--- config.mk ---
export PLATFORM = sky130hd
export DESIGN_NAME = reaction_game_fsm
export DESIGN_NICKNAME = d
export VERILOG_FILES = /design/src/rtl/reaction_game_fsm_pkg.sv /design/src/rtl/reaction_game_fsm_lfsr16.sv /design/src/rtl/reaction_game_fsm.sv
export SDC_FILE = /design/constraint.sdc
export NUM_CORES = 1
export LEC_CHECK = 0
export CAP_MARGIN = 20
export CELL_PAD_IN_SITES_DETAIL_PLACEMENT = 1
export CELL_PAD_IN_SITES_GLOBAL_PLACEMENT = 2
export CORE_UTILIZATION = 38
export CTS_CLUSTER_SIZE = 10
export DETAILED_ROUTE_END_ITERATION = 8
export PLACE_DENSITY_LB_ADDON = 0.1
export SETUP_SLACK_MARGIN = 0.3
export SYNTH_ARGS = -nofsm -noshare
export SYNTH_HDL_FRONTEND = slang
export SYNTH_HIERARCHICAL = 1
export SYNTH_SLANG_ARGS = --single-unit
export TNS_END_PERCENT = 10
--- constraint.sdc ---
create_clock -name clk -period 3.2 [get_ports clk]
set_input_delay 0.64 -clock clk [delete_from_list [all_inputs] [get_ports clk]]
set_output_delay 0.64 -clock clk [all_outputs]
set_load 0.02 [all_outputs]
--- src/rtl/reaction_game_fsm_pkg.sv ---
// Shared definitions for the reaction-time game: screen encodings seen by the
// VGA controller, the score ceiling and the game state type.
package react_pkg;

  localparam logic [1:0] SCR_BLUE  = 2'd0;
  localparam logic [1:0] SCR_RED   = 2'd1;
  localparam logic [1:0] SCR_GREEN = 2'd2;
  localparam logic [1:0] SCR_SCORE = 2'd3;

  localparam logic [11:0] SCORE_MAX = 12'd4095;

  // The state encoding doubles as the screen selector, so the output needs no decode.
  typedef enum logic [1:0] {
    ST_BLUE  = SCR_BLUE,
    ST_RED   = SCR_RED,
    ST_GREEN = SCR_GREEN,
    ST_SCORE = SCR_SCORE
  } game_state_t;

endpackage

--- src/rtl/reaction_game_fsm_lfsr16.sv ---
// Free-running 16-bit Fibonacci LFSR (taps 16,14,13,11) used to randomise the
// red-screen wait. A non-zero seed keeps it out of the all-zero lock-up state.
module lfsr16 #(
  parameter logic [15:0] SEED = 16'hACE1
) (
  input  logic        clk,
  input  logic        iReset,
  output logic [15:0] lfsr_o
);

  logic [15:0] lfsr_q;
  logic        feedback;

  assign feedback = lfsr_q[15] ^ lfsr_q[13] ^ lfsr_q[12] ^ lfsr_q[10];

  // Shift every cycle; reset reloads the seed.
  always_ff @(posedge clk) begin
    if (iReset) lfsr_q <= SEED;
    else        lfsr_q <= {lfsr_q[14:0], feedback};
  end

  assign lfsr_o = lfsr_q;

endmodule

--- src/rtl/reaction_game_fsm.sv ---
// Game control for the reaction-time benchmark: synchronises the player key,
// walks BLUE -> RED (random wait) -> GREEN (timed) -> SCORE, and reports the
// reaction time in whole milliseconds to the VGA drawing controller.
module reaction_game_fsm
  import react_pkg::*;
#(
  parameter int          CLK_HZ       = 50_000_000,
  parameter int          MIN_DELAY_MS = 1000,
  parameter int          RAND_BITS    = 11,
  parameter logic [15:0] LFSR_SEED    = 16'hACE1
) (
  input  logic        clk,
  input  logic        iReset,
  input  logic        keyPress,
  output logic [1:0]  reactScreen,
  output logic [11:0] currentScore,
  output logic        roundDone
);

  localparam int              TICK_DIV = CLK_HZ / 1000;
  localparam int              PRE_W    = (TICK_DIV > 1) ? $clog2(TICK_DIV) : 1;
  localparam logic [PRE_W-1:0] PRE_TERM = PRE_W'(TICK_DIV - 1);

  // The random wait must fit the 12-bit delay counter and never start at zero.
  if (MIN_DELAY_MS + (1 << RAND_BITS) - 1 > 4095) begin : g_delay_range_err
    $error("reaction_game_fsm: MIN_DELAY_MS + 2**RAND_BITS - 1 exceeds 4095");
  end
  if (MIN_DELAY_MS < 1) begin : g_delay_zero_err
    $error("reaction_game_fsm: MIN_DELAY_MS must be at least 1");
  end
  if (LFSR_SEED == 16'h0000) begin : g_seed_err
    $error("reaction_game_fsm: LFSR_SEED must be non-zero");
  end

  logic        s1_q, s2_q, prev_q;
  logic        press;
  logic [PRE_W-1:0] pre_q;
  logic        tick;
  logic [15:0] lfsr_w;
  game_state_t state_q, state_d;
  logic [11:0] delay_q, delay_d;
  logic [11:0] ms_q, ms_d;
  logic [11:0] score_q, score_d;
  logic        done_q, done_d;

  lfsr16 #(.SEED(LFSR_SEED)) u_lfsr (
    .clk    (clk),
    .iReset (iReset),
    .lfsr_o (lfsr_w)
  );

  // Two-flop synchroniser plus a history flop so a held key yields one event.
  always_ff @(posedge clk) begin
    if (iReset) begin
      s1_q   <= 1'b0;
      s2_q   <= 1'b0;
      prev_q <= 1'b0;
    end else begin
      s1_q   <= keyPress;
      s2_q   <= s1_q;
      prev_q <= s2_q;
    end
  end

  assign press = s2_q & ~prev_q;
  assign tick  = (pre_q == PRE_TERM);

  // Millisecond prescaler, restarted on every state change so timing is entry-relative.
  always_ff @(posedge clk) begin
    if (iReset || (state_d != state_q) || tick) pre_q <= '0;
    else                                        pre_q <= pre_q + PRE_W'(1);
  end

  // State register together with the per-state counters and registered outputs.
  always_ff @(posedge clk) begin
    if (iReset) begin
      state_q <= ST_BLUE;
      delay_q <= '0;
      ms_q    <= '0;
      score_q <= '0;
      done_q  <= 1'b0;
    end else begin
      state_q <= state_d;
      delay_q <= delay_d;
      ms_q    <= ms_d;
      score_q <= score_d;
      done_q  <= done_d;
    end
  end

  // Next-state logic; a press always takes priority over a coincident tick.
  always_comb begin
    state_d = state_q;
    delay_d = delay_q;
    ms_d    = ms_q;
    case (state_q)
      ST_BLUE: begin
        if (press) begin
          state_d = ST_RED;
          delay_d = 12'(MIN_DELAY_MS) + 12'(lfsr_w[RAND_BITS-1:0]);
        end
      end
      ST_RED: begin
        if (press) begin
          state_d = ST_BLUE;
        end else if (tick) begin
          if (delay_q == 12'd1) begin
            state_d = ST_GREEN;
            ms_d    = '0;
          end else begin
            delay_d = delay_q - 12'd1;
          end
        end
      end
      ST_GREEN: begin
        if (press) begin
          state_d = ST_SCORE;
        end else if (tick) begin
          if (ms_q != SCORE_MAX) ms_d = ms_q + 12'd1;
          if (ms_q == SCORE_MAX - 12'd1) state_d = ST_SCORE;
        end
      end
      ST_SCORE: begin
        if (press) state_d = ST_BLUE;
      end
      default: state_d = ST_BLUE;
    endcase
  end

  // Score and round-done pulse for the GREEN -> SCORE exit; the score holds otherwise.
  always_comb begin
    score_d = score_q;
    done_d  = 1'b0;
    if ((state_q == ST_GREEN) && (state_d == ST_SCORE)) begin
      done_d  = 1'b1;
      score_d = press ? ms_q : SCORE_MAX;
    end
  end

  assign reactScreen  = state_q;
  assign currentScore = score_q;
  assign roundDone    = done_q;

endmodule

==> run metrics, run 1 <==
first-pass GRT wire length roughly 15000 µm; RSZ-0062 raised after global routing false; initial antenna violation count 0; latest clock arrival within the worst-skew pair about 350 ps; Sw Ratio 0.2464; IO buf count 17; fin nets 397; Initial Util 0.3955; vias in the first global route between 2000 and 3000; Reg power frac 0.504; Setup CP Type flip-flop to flip-flop; Gate power share 0.076; CP Max Fanout 12; top_reg_cell synth dfxtp_1; Max Buffers Root-to-Sink 2; # IOs 18; CTS sink cnt 74; Routed Antenna Nets 0; CTS tree built; status finished, final reports clean; H-tree lvl count 3; final slew viol count 0; fin crit share 0.8171; detailed-route via count 2887; remaining global-route overflow 0; Seq/Total Area, Yosys 0.4274; max frequency 382.5 MHz; fin cells roughly 500; largest net degree at the start of global routing 28; row count 34; Area Overhead vs Synth 14.30%; DRT Pass-1 Iters 4; final setup fails 0; Crit path required time ~3500 ps; DIE WIDTH approximately 100 µm; DRC viols 0; Mean Syn Cell Area about 9.2 µm²; Post-synth EDFFs 0; Worst Reg2Reg Path Length in Cells 5; worst hold margin approximately 420 ps; Root Driver clkbuf_8; Ant. Diodes 0; Tmin final ~2600 ps; Slew headroom 0.5131; Critical Path Source pre_q[13]; layout cells sized above 1 0.1120; CORE AREA 8763 µm²; Slowest cell on crit path or4_1; cell-by-cell trace of the critical path or4b_4, nor4_4, o2111ai_2, or4_1, a21oi_1; worst vdd ir 208.6 µV; startpoint type of the worst setup path flip-flop; number of CTS-inserted buffers 9; CP max stage delay around 560 ps; Cell variety after synth just under 60; async set or reset register ratio after synthesis 0; Worst Skew roughly 13 ps; leak pwr ~0.0014 µW; die area ~9500 µm²; Pint 1446 µW; pwr/cell area 484.3 nW/µm²; critical path arrival approximately 2900 ps; hold_sp u_lfsr/lfsr_o[14]; DRT iter0 DRCs 84; Setup TNS 0 ps; Post-CTS Setup Bufs 0; MaxCap Viol Count 0; measured slew at the worst slew-check pin about 730 ps; NetSw about 470 µW; Total GRT Usage 0.1925; Post-Syn Area around 3500 µm²; reg2reg start pre_q[13]; hold path cells 1; class of the worst hold path flip-flop to flip-flop; placed cell count roughly 490; WL final around 8300 µm; Syn. warnings 6; DR WL/cell around 17 µm; total power around 1900 µW; CP endpoint kind flip-flop; Via-to-Cell Ratio 5.762; register bit total from synthesis 74; Clk pwr share 0.419; Fill cells about 1000; die height roughly 100 µm; clock transition at the registers of the reported paths 80 ps; Syn Inst Count approximately 380; gpl congestion 0.7516; HPWL after DPL just under 6000 µm; Syn Nets a little under 400; final hold vios 0
## cell usage in the layout, fill, tap and decap left out, drive strengths merged, types with 5 or more instances in the layout
| cell type | count |
|---|---|
| nand2 | 18 |
| nor3 | 8 |
| xnor2 | 11 |
| inv | 9 |
| dfxtp | 74 |
| nor4 | 5 |
| o221a | 13 |
| clkdlybuf4s50 | 17 |
| nand3 | 12 |
| or3 | 11 |
| nand4 | 6 |
| nor2b | 16 |
| xor2 | 11 |
| o311ai | 5 |
| o21a | 5 |
| ha | 6 |
| a21oi | 19 |
| a211oi | 6 |
| nor2 | 30 |
| clkbuf | 10 |
| o31ai | 12 |
| buf | 7 |
| o21ai | 7 |
| or4 | 12 |
| or2 | 8 |
## what timing repair did
| item | 4_1_cts | 5_1_grt |
|---|---|---|
| setup endpoints to repair | 0 | 5 |
| hold buffers | 0 | 0 |
| resized for setup | 0 | 2 |
## stage by stage
step / util / cell area (µm²) / worst slack (ps)
3_3_place_gp: 0.4256 / 3730 / 509.5
4_1_cts: 0.4506 / 3949 / 418.8
3_5_place_dp: 0.4256 / 3730 / 459.2
6_report: 0.4520 / 3961 / 585.4
2_1_floorplan: - / 3466 / 944.5
5_1_grt: 0.4520 / 3961 / 400.1
## kinds of logic (layout without fill, tap and decap cells)
logic type / Yosys count / in the layout / synth area share
DFF: 74 / 74 / 0.4274
xor gates and xnor gates: 22 / 22 / 0.05559
buffers and inverters: 32 / 49 / 0.03682
AOI/OAI and AO/OA: 90 / 90 / 0.2025
and+or+nand+nor: 151 / 151 / 0.2531
adders and majority gates: 6 / 6 / 0.02166
muxes: 1 / 1 / 0.002888
## layout make-up
type,count,area (µm²),area share
multi-input cells,270,1869,0.4719
repair buffers,24,222.7,0.05622
inverters,9,33.78,0.008528
well taps,108,135.1,0.03411
clock buffers,10,127.6,0.03222
flip-flops and latches,74,1481,0.3740
clock inverters,6,91.34,0.02306
## routing by layer
metal	part of all wire	track usage
met5	0	0
met4	0.0093	0.05090
met3	0.032	0.03957
met2	0.42	0.2727
met1	0.54	0.2930
## power groups by stage
stage               sequential [µW]  combinational (µW)  clock (µW)
finish                          968                 146         805
CTS                             968                 146         828
floorplan                       984                 109           0
global route                    973                 165         879
global placement                989                 144           0
detailed placement              990                 145           0
## state kept, by name (all words and copies together) (netlist names)
| register | count |
|---|---|
| pre_q | 16 |
| u_lfsr/lfsr_o | 16 |
| currentScore | 12 |
| delay_q | 12 |
| ms_q | 12 |
| reactScreen | 2 |
| prev_q | 1 |
| roundDone | 1 |
| s1_q | 1 |
| s2_q | 1 |
## worst max-delay path: cells and delay by family (launching register included)
| family | cells | cell delay (ps) |
|---|---|---|
| and+or+nand+nor | 3 | 1630 |
| AOI/OAI and AO/OA | 2 | 560 |
| DFF | 1 | 360 |
## cell usage after synthesis (2+ instances only)
library cell / count / share of area
o31ai_1: 12 / 0.026
xnor2_1: 11 / 0.028
nand3_1: 12 / 0.017
nand4_1: 6 / 0.011
nor3b_1: 2 / 0.0043
nand4b_1: 2 / 0.0051
nor2_1: 30 / 0.032
buf_2: 3 / 0.0043
o221a_2: 13 / 0.042
or2_1: 7 / 0.013
ha_1: 6 / 0.022
nor2b_1: 16 / 0.029
o21ai_0: 7 / 0.010
o311ai_1: 5 / 0.013
o31a_1: 4 / 0.010
and2_1: 3 / 0.0054
a21oi_1: 19 / 0.027
or4_1: 11 / 0.024
xor2_1: 11 / 0.028
or3_1: 11 / 0.020
nor3_1: 8 / 0.012
a2111oi_0: 2 / 0.0051
nand2b_1: 4 / 0.0072
and3_1: 4 / 0.0072
o21a_1: 5 / 0.011
nand2_1: 18 / 0.019
clkbuf_1: 19 / 0.021
inv_1: 9 / 0.0097
a211oi_1: 6 / 0.013
o32ai_1: 2 / 0.0051
nor4_1: 4 / 0.0072
and4_1: 4 / 0.010
a31oi_1: 2 / 0.0036
dfxtp_1: 74 / 0.43
## worst paths after layout
| path | endpoint | slack, ps |
|---|---|---|
| setup / recovery | ms_q[9] | 590 |
| hold / removal | u_lfsr/lfsr_o[15] | 420 |
| setup reg to reg | ms_q[9] | 590 |
| hold reg to reg | u_lfsr/lfsr_o[15] | 420 |
Note: power is estimated with default switching activity, not from simulation.
==> inputs of run 2 (changes only) <==
Settings changed: CORE_UTILIZATION 38 to 34.
Clock period 3.2 ns to 2.3 ns, I/O delays scaled along.
==> run 2 against run 1 <==
First-iteration DRC count fell by 33%. Non-clock buffer count rose by 36. Worst setup slack got worse by 520 ps. Critical path type unchanged. Combinational power rose by 74%. Flip-flop and latch count did not move. Power rose by 37%. Global-route usage rose by 0.24 points. Die area rose by 12%. Highest routed layer unchanged. Critical path depth did not move. Core utilization rose by 0.12 points.
==> run metrics, run 2 (synthesis results as in run 1) <==
status finished, final reports clean; class of the worst hold path flip-flop to flip-flop; die area 10600 µm² (+12%); initial antenna violation count 0 (unchanged); CP endpoint kind flip-flop; Initial Util 0.3530 (-0.04253); row count 36 (+5.9%); final hold vios 0 (unchanged); fin crit share 0.9736 (+0.1565); CORE AREA 9819 µm² (+12%); Root Driver clkbuf_8; Crit path required time 2600 ps (-870 ps); measured slew at the worst slew-check pin 692.0 ps (-37.48 ps); layout cells sized above 1 0.2611 (+0.1491); Ant. Diodes 0 (unchanged); startpoint type of the worst setup path flip-flop; M1 WL 4548 µm (+0.73%); HPWL after DPL 6564 µm (+12%); met3 WL 192 µm (-28%); DR WL/cell 16.67 µm (about the same); Post-Place Cell Area 4041 µm² (+8.4%); Setup CP Type flip-flop to flip-flop; RSZ-0062 raised after global routing true; placed cell count 541 (+12%); Post-Route Utilization 0.4532 (+0.001209); critical path arrival 2540 ps (-350 ps); DIE WIDTH 103.0 µm (+5.6%); worst hold margin 423.6 ps (+5.406 ps); Worst Skew 8.647 ps (-4.068 ps); DRC viols 0 (unchanged); gpl congestion 0.7888 (+4.9%); cell area after layout 4451 µm² (+12%); Met2 Routed Length 4456 µm (+28%); Via-to-Cell Ratio 5.372 (-6.8%); commonest non-fill, non-tap cell in the layout dfxtp_1; Setup TNS 0 ps (unchanged); final setup fails 0 (unchanged); Tmin final 2239 ps (-375.4 ps); latest clock arrival within the worst-skew pair 360 ps (about the same); H-tree lvl count 3 (unchanged); fin nets 433 (+9.1%); # hold bufs at CTS 0 (unchanged); detailed-route via count 3019 (+4.6%); DRT iter0 DRCs 56 (-33%); Fill cells 1158 (+16%); R2R setup slack 60 ps (-520 ps); MaxCap Viol Count 0 (unchanged); leak pwr 0.001602 µW (+18%); CTS tree built; most frequent cells in the layout dfxtp_1, buf_4, nor2_1; worst vdd ir 321.9 µV (+54%); DRT Pass-1 Iters 4 (unchanged); max frequency 446.6 MHz (+17%); first-pass GRT wire length 15610 µm (+6.2%); Total GRT Usage 0.1950 (+0.002436); IO buf count 17 (unchanged); fin cells 562 (+12%); Slew headroom 0.5344 (+0.02127); Area Overhead vs Synth 28.41%; largest net degree at the start of global routing 31 (+11%); pwr/cell area 591.7 nW/µm² (+22%); die height 103.0 µm (+5.6%); Max Buffers Root-to-Sink 2 (unchanged); CTS sink cnt 74 (unchanged); CP Max Fanout 7 (-5); final slew viol count 0 (unchanged); WL final 9369 µm (+12%); top sig layer met4; clock transition at the registers of the reported paths 80 ps (about the same); # IOs 18 (unchanged); vias in the first global route 2985 (+5.9%); number of CTS-inserted buffers 9 (unchanged); remaining global-route overflow 0 (unchanged); Routed Antenna Nets 0 (unchanged)
run 2: per-stage QoR:
step / setup WS, ps / total power (µW)
2_1_floorplan: 83.70 / 1530
3_3_place_gp: 89.37 / 1607
3_5_place_dp: 8.946 / 1609
4_1_cts: 57.35 / 2666
5_1_grt: -15.51 / 2762
6_report: 60.79 / 2633
run 2: per-layer routing:
layer  vias up  GRT usage
met3        13    0.03254
li1       1497          -
met5         -          0
met1      1471     0.2494
met4         0    0.08559
met2        38     0.3231
run 2: cell type report:
cell class / instances / area [µm²] / share of cell area
sequential: 74 / 1486 / 0.3340
tap: 133 / 166.4 / 0.03739
timing repair buffer: 60 / 505.5 / 0.1136
clock inverter: 4 / 51.30 / 0.01153
clock buffer: 12 / 145.1 / 0.03261
multi-input combinational: 270 / 2062 / 0.4633
inverter: 9 / 33.78 / 0.007591
run 2: what timing repair did:
item,CTS,global route
pin swaps,9,10
setup buffers,2,2
endpoints found under the setup margin,54,55
resized for setup,20,16
cloned,1,0
run 2: where the power goes:
group | internal, µW | switching, µW
Clock | 532 | 501
Sequential | 1320 | 29.7
Combinational | 112 | 142
Total | 1960 | 673
run 2: worst paths after layout:
kind,startpoint,to,cells past startpoint
worst max register to register,delay_q[8],ms_q[4],5
worst max-delay path,delay_q[8],ms_q[4],5
worst min-delay path,u_lfsr/lfsr_o[14],u_lfsr/lfsr_o[15],1
worst min register to register,u_lfsr/lfsr_o[14],u_lfsr/lfsr_o[15],1
run 2: worst max-delay path, stage by stage, from the launching register on:
cell	delay (ps)
dfxtp_2	350
or4_4	550
or3_4	430
o22a_4	220
or4_4	480
a21oi_2	140
==> inputs of run 3 (changes only) <==
Settings changed: SLEW_MARGIN set to 20.
==> results of run 3 <==
No change in the layout: final DEF, timing and power equal those of run 2.
